<file path="config.mk">
export PLATFORM = sky130hd
export DESIGN_NAME = wback
export DESIGN_NICKNAME = d
export VERILOG_FILES = /design/src/rtl/rvga_types.sv /design/src/rtl/wback_load_align.sv /design/src/rtl/wback.sv
export SDC_FILE = /design/constraint.sdc
export NUM_CORES = 1
export LEC_CHECK = 0
export ABC_AREA = 1
export CELL_PAD_IN_SITES_DETAIL_PLACEMENT = 0
export CELL_PAD_IN_SITES_GLOBAL_PLACEMENT = 1
export CORE_UTILIZATION = 32
export CTS_CLUSTER_SIZE = 12
export DETAILED_ROUTE_END_ITERATION = 16
export GPL_TIMING_DRIVEN = 0
export PLACE_DENSITY = 0.78
export SETUP_SLACK_MARGIN = 0.3
export SLEW_MARGIN = 20
export SYNTH_ARGS = -nofsm -noshare
export SYNTH_HDL_FRONTEND = slang
export SYNTH_SLANG_ARGS = --single-unit
</file>
<file path="constraint.sdc">
create_clock -name clk -period 2.2 [get_ports clk]
set_clock_uncertainty 0.05 [all_clocks]
set_input_delay 0.66 -clock clk [delete_from_list [all_inputs] [get_ports clk]]
set_output_delay 0.66 -clock clk [all_outputs]
set_load 0.05 [all_outputs]
</file>
<file path="src/rtl/rvga_types.sv">
// Shared RVGA pipeline types: control word, load funct3 encodings and the
// writeback FSM state enum.
package rvga_types;

  typedef logic [31:0] rvga_word;
  typedef logic [4:0]  rvga_reg;

  typedef struct packed {
    logic        valid;
    rvga_word    pc;
    logic        mem_load;
    logic        mem_store;
    logic [2:0]  funct3;
    rvga_reg     rd;
    rvga_word    rd_data;
    logic        regfile_load;
  } rvga_cword;

  localparam logic [2:0] F3_LB  = 3'b000;
  localparam logic [2:0] F3_LH  = 3'b001;
  localparam logic [2:0] F3_LW  = 3'b010;
  localparam logic [2:0] F3_LBU = 3'b100;
  localparam logic [2:0] F3_LHU = 3'b101;

  typedef enum logic [1:0] {
    IDLE  = 2'd0,
    WAIT  = 2'd1,
    FAULT = 2'd2
  } wb_state_e;

  function automatic logic is_load_f3(input logic [2:0] f3);
    return (f3 == F3_LB) || (f3 == F3_LH) || (f3 == F3_LW) ||
           (f3 == F3_LBU) || (f3 == F3_LHU);
  endfunction

endpackage

</file>
<file path="src/rtl/wback_load_align.sv">
// Load lane select and sign/zero extension; unsupported funct3 yields zero.
module load_align
  import rvga_types::*;
(
  input  logic [2:0] funct3,
  input  logic [1:0] offset,
  input  rvga_word   word,
  output rvga_word   data
);

  logic [7:0]  byte_l;
  logic [15:0] half_l;

  always_comb begin
    byte_l = word[{offset, 3'b000} +: 8];
    half_l = word[{offset[1], 4'b0000} +: 16];
    case (funct3)
      F3_LB:   data = {{24{byte_l[7]}}, byte_l};
      F3_LH:   data = {{16{half_l[15]}}, half_l};
      F3_LW:   data = word;
      F3_LBU:  data = {24'd0, byte_l};
      F3_LHU:  data = {16'd0, half_l};
      default: data = '0;
    endcase
  end

endmodule

</file>
<file path="src/rtl/wback.sv">
// Writeback stage: commits ALU results and aligned load data, stalling while a
// load is outstanding. Define WB_INSTRET_EN to add the 64-bit instret counter.
module wback
  import rvga_types::*;
#(
  parameter int unsigned XLEN         = 32,
  parameter int unsigned LOAD_TIMEOUT = 255
) (
  input  logic            clk,
  input  logic            rst_n,
  input  rvga_cword       mem_wb_cword,
  input  logic            dmem_rvalid,
  input  logic [XLEN-1:0] dmem_rdata,
  output rvga_cword       wb_rf_cword,
  output logic            wb_stall,
  output logic            load_fault
`ifdef WB_INSTRET_EN
  ,
  output logic [63:0]     instret
`endif
);

  if (XLEN != $bits(rvga_word)) begin : g_xlen_chk
    $error("wback: XLEN must equal the width of rvga_word");
  end

  localparam logic [16:0] TO_LAST = 17'(LOAD_TIMEOUT - 1);

  wb_state_e   state, state_nxt;
  logic [15:0] cnt;
  rvga_reg     lat_rd;
  logic [2:0]  lat_f3;
  logic [1:0]  lat_off;

  logic        issue_load, timeout, stall_c;
  logic [2:0]  al_f3;
  logic [1:0]  al_off;
  rvga_reg     al_rd;
  rvga_word    al_data;
  rvga_cword   cw_nxt, ld_word;

  assign issue_load = mem_wb_cword.valid & mem_wb_cword.mem_load;
  // Compared one ahead so the FAULT transition lands as the counter reaches LOAD_TIMEOUT-1.
  assign timeout    = ({1'b0, cnt} + 17'd1) >= TO_LAST;

  // The aligner sees the live cword in IDLE and the latched load in WAIT.
  assign al_f3  = (state == WAIT) ? lat_f3  : mem_wb_cword.funct3;
  assign al_off = (state == WAIT) ? lat_off : mem_wb_cword.rd_data[1:0];
  assign al_rd  = (state == WAIT) ? lat_rd  : mem_wb_cword.rd;

  load_align u_align (
    .funct3 (al_f3),
    .offset (al_off),
    .word   (dmem_rdata),
    .data   (al_data)
  );

  always_comb begin
    ld_word              = '0;
    ld_word.valid        = 1'b1;
    ld_word.mem_load     = 1'b1;
    ld_word.funct3       = al_f3;
    ld_word.rd           = al_rd;
    ld_word.rd_data      = al_data;
    ld_word.regfile_load = is_load_f3(al_f3) && (al_rd != '0);
  end

  // State register
  always_ff @(posedge clk or negedge rst_n) begin
    if (!rst_n) state <= IDLE;
    else        state <= state_nxt;
  end

  // Next-state logic
  always_comb begin
    state_nxt = state;
    case (state)
      IDLE:    if (issue_load && !dmem_rvalid) state_nxt = WAIT;
      WAIT:    if (dmem_rvalid)  state_nxt = IDLE;
               else if (timeout) state_nxt = FAULT;
      FAULT:   state_nxt = IDLE;
      default: state_nxt = IDLE;
    endcase
  end

  // Output logic: stall and the word to commit next cycle
  always_comb begin
    stall_c = 1'b0;
    cw_nxt  = '0;
    case (state)
      IDLE: begin
        if (mem_wb_cword.valid && !mem_wb_cword.mem_load) begin
          cw_nxt              = mem_wb_cword;
          cw_nxt.regfile_load = mem_wb_cword.regfile_load && (mem_wb_cword.rd != '0);
        end else if (issue_load) begin
          if (dmem_rvalid) cw_nxt  = ld_word;
          else             stall_c = 1'b1;
        end
      end
      WAIT: begin
        if (dmem_rvalid) cw_nxt  = ld_word;
        else             stall_c = 1'b1;
      end
      default: ;
    endcase
  end

  assign wb_stall = rst_n & stall_c;

  always_ff @(posedge clk or negedge rst_n) begin
    if (!rst_n) begin
      cnt         <= '0;
      lat_rd      <= '0;
      lat_f3      <= '0;
      lat_off     <= '0;
      wb_rf_cword <= '0;
      load_fault  <= 1'b0;
    end else begin
      if (state == IDLE && issue_load && !dmem_rvalid) begin
        cnt     <= '0;
        lat_rd  <= mem_wb_cword.rd;
        lat_f3  <= mem_wb_cword.funct3;
        lat_off <= mem_wb_cword.rd_data[1:0];
      end else if (state == WAIT && !dmem_rvalid) begin
        cnt <= cnt + 16'd1;
      end
      wb_rf_cword <= cw_nxt;
      load_fault  <= (state_nxt == FAULT);
    end
  end

`ifdef WB_INSTRET_EN
  always_ff @(posedge clk or negedge rst_n) begin
    if (!rst_n) instret <= '0;
    else        instret <= instret + 64'(cw_nxt.valid);
  end
`endif

endmodule

</file>
==> results.cfg, run 1 <==
[power]
swShare = 0.387
clockPowerShare = 0.238
switchingPower_mw = 2.56
cellLeakagePower_nw = 4.19
comb_power_share = 0.419
pwr-share-seq = 0.343
p_int_mw = 4.04
p_per_area_nw_per_um2 = 746
ir_drop_uv = 375

[logic_synthesis]
synthSimpleGateAreaFrac = 0.293
synth_top_area_cell = dfrtp_1
synth_top_family_by_area = simple AND/OR/NAND/NOR gates
synth.distinct_cells = 35
synth_xor_area_frac = 0.00169
synthAdderAreaFrac = 0.00483
synthTopCellsByArea = dfrtp_1, nand2_1, nor2_1, inv_1, o21ai_0
synth_warnings = 0
synthMuxAreaShare = 0
synth_area_per_cell_um2 = 7.65
synth_compound_area_frac = 0.113
synth_top_area_frac = 0.508
synth_seq_cells = 105
syn_area_um2 = 5180
syn_inst = 677
ys_seq_area_frac = 0.508
synth.net_count = 790

[timing]
worst_slack_ps = -25.3
tightest_slew_ps = 492
fin_crit_sh = 1.01
rsz0062_at_grt = yes
holdWs_ps = 110
fin_crit_ps = 2230
drv_slew = 0
fmax_mhz = 449
setup_viol = 1
slew_headroom = 0.672
finalHoldViolCount = 0

[global_routing]
track_usage = 0.201
first_global_vias = 4952
antenna_found_initial = 0
grt_pass1_wl_um = 25500
grt_overflow = 0
grt_max_degree = 39

[clock_tree]
cts_max_path_buffers = 2
cts_hold_buf = 0
clk_pin_slew_ps = 70
h-tree-depth = 3
clk_root_buffer_cell = clkbuf_16
clkSinkCount = 105
clkLatencyLatePin_ps = 360
cts_tree = yes
cts_made_buffers = 9

[setup_path]
critical_path_required_ps = 1490
cp_data_arrival_time_ps = 1520
cp-end-kind = output pin
endpoint = wb_stall
worst_setup_path_start_kind = primary input
r2r_end = wb_rf_cword[28]
reg2reg_slack_ps = 100
crit_path_start = dmem_rvalid
worst-path-max-fanout = 3
criticalPathCategory = primary input to output pin
r2r_start = state[1]
reg2regPathDepth = 14

[drt]
firstDrtPassIters = 4
vias = 5301
wl_um = 17500
vias_per_cell = 4.59
antenna_left = 0
wl_per_cell_um = 15.2
drcViolationCount = 0
drtIter0Drc = 280

[place]
place_area_um2 = 7390
io_buffers = 188
hpwl_um = 11800
place_congestion = 0.809

[floorplan]
rows = 46
fp.dieH_um = 129
io_pins = 189
die_w_um = 129
start_util = 0.327
coreArea_um2 = 15800
die_area_um2 = 16700

[run_status]
outcome = complete, but fails checks
violations = setup timing

[flow_run]
maxCapViolations = 0

[min_path]
hold_path_class = primary input to async pin

[finish]
layout.cells.most_common = nand2_1
final_area_um2 = 8840
drive_gt1_frac = 0.321
syn2layout_area_growth_pct = 70.8
layout_common_cells = nand2_1, dfrtp_1, clkdlybuf4s50_1
diodes = 0
final_nets = 1046
## cell usage after synthesis
library cell and count:
o21ai_0 47, nand2_1 235, nor3_1 1, nand4_1 9, o21ai_2 2, o221ai_1 2, o31ai_1 1, clkbuf_1 13
nor2_2 4, nor2_4 1, o21ai_4 1, nor3_2 1, a21oi_2 1, o21bai_1 2, o211ai_1 9, or2_2 1
xor2_1 1, buf_4 4, nand3_1 32, nor2_1 78, inv_1 68, dfrtp_1 105, inv_2 4, buf_6 3
o32ai_1 1, buf_1 1, nand2_4 3, a21oi_1 9, ha_1 2, buf_2 5, o21ai_1 13, or2_0 1
o22ai_1 13, nand2_2 3, nand3_2 1
## per-layer routing
metal	vias to the layer above	GRT usage	wire length, µm
li1	2664	-	-
met1	2456	0.268	7780
met2	159	0.327	8390
met3	22	0.0322	1010
met4	0	0.0803	363
met5	-	0	0
## sequential cells by signal, indices dropped and copies added, names as in the netlist
register	count
lat_f3	3
state	2
lat_off	2
wb_rf_cword	76
cnt	16
lat_rd	5
load_fault	1
## what timing repair did
action / CTS / global route
resized for setup: 244 / 215
pin swaps: 6 / 59
cloned: 2 / 6
buffers inserted: 9 / 39
setup endpoints to repair: 158 / 98
## stage by stage
| stage | TNS [ps] | util | setup WS, ps | power (mW) | std cells |
|---|---|---|---|---|---|
| after floorplan | 0 | - | 106 | 3.57 | 677 |
| after global placement | -450040 | 0.465 | -4760 | 4.37 | 1081 |
| after detailed placement | -42760 | 0.467 | -1350 | 4.37 | 1082 |
| after CTS | -61.0 | 0.502 | -61.0 | 6.02 | 1109 |
| after global routing | -102 | 0.559 | -102 | 6.94 | 1154 |
| final | -25.3 | 0.559 | -25.3 | 6.60 | 1154 |
## power groups by stage
| stage | Combinational (mW) | Clock, mW | Sequential (mW) |
|---|---|---|---|
| floorplan | 0.800 | 0 | 2.77 |
| global placement | 2.08 | 0 | 2.29 |
| detailed placement | 2.08 | 0 | 2.29 |
| CTS | 2.15 | 1.62 | 2.25 |
| global route | 2.96 | 1.69 | 2.29 |
| finish | 2.77 | 1.57 | 2.26 |
## layout make-up
cell class / instances / area [µm²]
Fill cell: 1461 / 6990
Buffer: 26 / 216
Multi-Input combinational cell: 474 / 2700
Clock inverter: 6 / 50.0
Clock buffer: 10 / 229
Tap cell: 216 / 270
Inverter: 72 / 275
Sequential cell: 105 / 2630
Timing Repair Buffer: 245 / 2480
## logic make-up (layout without fill, tap and decap cells)
family,after synthesis,count (layout)
compound gates,101,101
simple gates,370,370
xor+xnor,1,1
fa+ha+maj,2,2
buf+inv,98,359
flops,105,105
## worst min-delay path by stage
stage	startpoint	to	slack [ps]	cells past startpoint
floorplan	rst_n	cnt[0]	310	0
global placement	lat_rd[0]	lat_rd[0]	410	2
detailed placement	lat_rd[4]	lat_rd[4]	430	2
CTS	rst_n	wb_rf_cword[22]	110	1
global route	rst_n	wb_rf_cword[22]	120	1
finish	rst_n	wb_rf_cword[52]	110	1
## worst max-delay path, cell delays in order
cell	delay, ps
dlygate4sd2_1	300
nor3_4	240
nor2_4	80
nor2_4	90
buf_8	150
Power figures use the tool's default switching activity.
==> run 2: changes to the inputs <==
--- a/config.mk
+++ b/config.mk
@@ -9,7 +9,7 @@
 export CELL_PAD_IN_SITES_DETAIL_PLACEMENT = 0
 export CELL_PAD_IN_SITES_GLOBAL_PLACEMENT = 1
 export CORE_UTILIZATION = 32
-export CTS_CLUSTER_SIZE = 12
+export CTS_CLUSTER_SIZE = 30
 export DETAILED_ROUTE_END_ITERATION = 16
 export GPL_TIMING_DRIVEN = 0
 export PLACE_DENSITY = 0.78
==> constraint.sdc (replaced) <==
create_clock -name clk -period 2.5 [get_ports clk]
set_clock_uncertainty 0.05 [all_clocks]
set_input_delay 0.75 -clock clk [delete_from_list [all_inputs] [get_ports clk]]
set_output_delay 0.75 -clock clk [all_outputs]
set_load 0.05 [all_outputs]
==> run 2 against run 1 <==
Against the previous run: the flow now finishes without violations; utilization down 4.8 points; non-clock buffer count decreased by 31; combinational power is 27% lower; worst hold slack improved by 60 ps; power is 19% lower; critical path depth unchanged; first-iteration DRC count fell by 16%; routed wire length fell by 7.1%; die area stayed put; register-to-register slack improved by 250 ps; critical path type unchanged.
==> results.cfg, run 2 (same netlist as run 1, synthesis figures left out) <==
[timing]
fin_setup_tns_ps = 0
fin_crit_sh = 0.926
fmax_mhz = 432
tightest_slew_ps = 568
finalHoldViolCount = 0
rsz0062_at_grt = yes
slew_headroom = 0.622
setup_viol = 0
drv_slew = 0
fin_crit_ps = 2310

[setup_path]
r2r_start = state[1]
reg2regPathDepth = 15
critical_path_required_ps = 1700
cp-end-kind = output pin
cp_cell_sequence = buf_16 > buf_16 > inv_1 > nor2_4 > buf_8
cpMaxStageDelayCell = buf_16
worst-path-max-fanout = 32
cpPeakStageDelay_ps = 190
criticalPathCategory = primary input to output pin
reg2reg_slack_ps = 350
r2r_end = wb_rf_cword[22]
crit_top_cell = buf_16
worst_setup_path_start_kind = primary input
cp_data_arrival_time_ps = 1510

[finish]
drive_gt1_frac = 0.128
largest-register = wb_rf_cword
diodes = 0
layout.cells.most_common = nand2_1
layout_common_cells = nand2_1, dfrtp_1, clkdlybuf4s50_1
syn2layout_area_growth_pct = 56.2
final_core_util = 0.511
final_nets = 1015
stdcell_count = 1123
largest_register_ffs = 76
top_regs = wb_rf_cword x76, cnt x16, lat_rd x5

[power]
swShare = 0.385
pwr-share-seq = 0.369
cellLeakagePower_nw = 4.17
switchingPower_mw = 2.07
p_per_area_nw_per_um2 = 663
comb_power_share = 0.375
p_int_mw = 3.30
ir_drop_uv = 329
clockPowerShare = 0.256

[floorplan]
coreArea_um2 = 15800
start_util = 0.327
die_area_um2 = 16700
fp.dieH_um = 129
die_w_um = 129
rows = 46
io_pins = 189

[clock_tree]
cts_tree = yes
cts_made_buffers = 9
clkLatencyLatePin_ps = 360
clk_pin_slew_ps = 70
clkSinkCount = 105
clk_root_buffer_cell = clkbuf_16
cts_max_path_buffers = 2
h-tree-depth = 3

[global_routing]
grt_pass1_wl_um = 25400
grtUsageMet1 = 0.270
grt_use_met3 = 0.0318
busiest_layer = met2
track_usage = 0.200
antenna_found_initial = 0
grt_util_met2 = 0.321
grt_max_degree = 39
grt_overflow = 0
first_global_vias = 4902

[drt]
wl_um = 16300
vias = 5064
drcViolationCount = 0
drtIter0Drc = 235
wl_per_cell_um = 14.5
vias_per_cell = 4.51
firstDrtPassIters = 6
antenna_left = 0

[run_status]
outcome = complete, no violations

[place]
hpwl_um = 11800
place_congestion = 0.809
io_buffers = 188
placed_cells = 1082

[flow_run]
maxCapViolations = 0

[min_path]
hold_path_class = primary input to async pin
[run 2: cell count changes in the layout (fill, tap and decap cells not counted), moves of 9 or more]
| cell | previous run | this run |
|---|---|---|
| buf_4 | 35 | 21 |
| buf_6 | 20 | 7 |
| clkbuf_2 | 28 | 2 |
| clkdlybuf4s15_2 | 54 | 1 |
| dlygate4sd2_1 | 1 | 77 |
| nand2_1 | 209 | 228 |
| nand2_2 | 23 | 5 |
| nand3_1 | 19 | 29 |
| nand3_2 | 12 | 3 |
| nor2_1 | 48 | 72 |
| nor2_2 | 18 | 3 |
| nor2_4 | 17 | 8 |
| o21ai_0 | 27 | 38 |
| o21ai_2 | 24 | 15 |
[run 2: metrics by stage]
stage,cell area (µm²),hold WS [ps],setup slack [ps],power (mW)
floorplan,5210,398,226,3.14
global placement,7360,412,-4640,3.85
detailed placement,7390,428,-1230,3.85
CTS,7740,164,149,5.22
global route,8080,173,107,5.68
finish,8080,169,186,5.36
[run 2: worst max-delay path, delay by kind of cell]
| family | cells | cell delay, ps |
|---|---|---|
| buffers and inverters | 4 | 610 |
| AND/OR/NAND/NOR | 1 | 110 |
[run 2: per-layer routing]
layer,part of all wire,vias to the layer above
met4,0.019,0
met5,0,-
met1,0.46,2308
met2,0.46,144
met3,0.057,18
li1,-,2594
[run 2: layout make-up]
| cell class | count | area (µm²) |
|---|---|---|
| inverters | 72 | 273 |
| plain buffers | 26 | 170 |
| clock inverters | 6 | 50.0 |
| multi-input cells | 474 | 2360 |
| well taps | 216 | 270 |
| repair buffers | 214 | 2110 |
| fillers | 1577 | 7740 |
| clock buffers | 10 | 229 |
| flip-flops and latches | 105 | 2630 |
[run 2: power by group through the flow]
stage / clock network [mW] / logic (mW) / registers, mW
6_report: 1.37 / 2.01 / 1.98
5_1_grt: 1.48 / 2.18 / 2.01
4_1_cts: 1.43 / 1.82 / 1.98
3_5_place_dp: 0 / 1.83 / 2.02
3_3_place_gp: 0 / 1.83 / 2.02
2_1_floorplan: 0 / 0.704 / 2.44
[run 2: worst max path at each step]
stage / start / to / slack, ps / depth (start not counted)
floorplan: mem_wb_cword[75] / wb_stall / 230 / 4
global placement: rst_n / wb_stall / -4640 / 4
detailed placement: mem_wb_cword[75] / wb_stall / -1230 / 6
CTS: state[0] / wb_stall / 150 / 6
global route: state[0] / wb_stall / 110 / 6
finish: rst_n / wb_stall / 190 / 5
[run 2: what timing repair did]
item | in CTS | in global routing
endpoints found under the hold margin | 0 | 0
cloned | 2 | 1
setup endpoints to repair | 137 | 43
gates resized for setup | 105 | 68
buffers inserted | 7 | 15
hold buffers | 0 | 0
pin swaps | 6 | 10
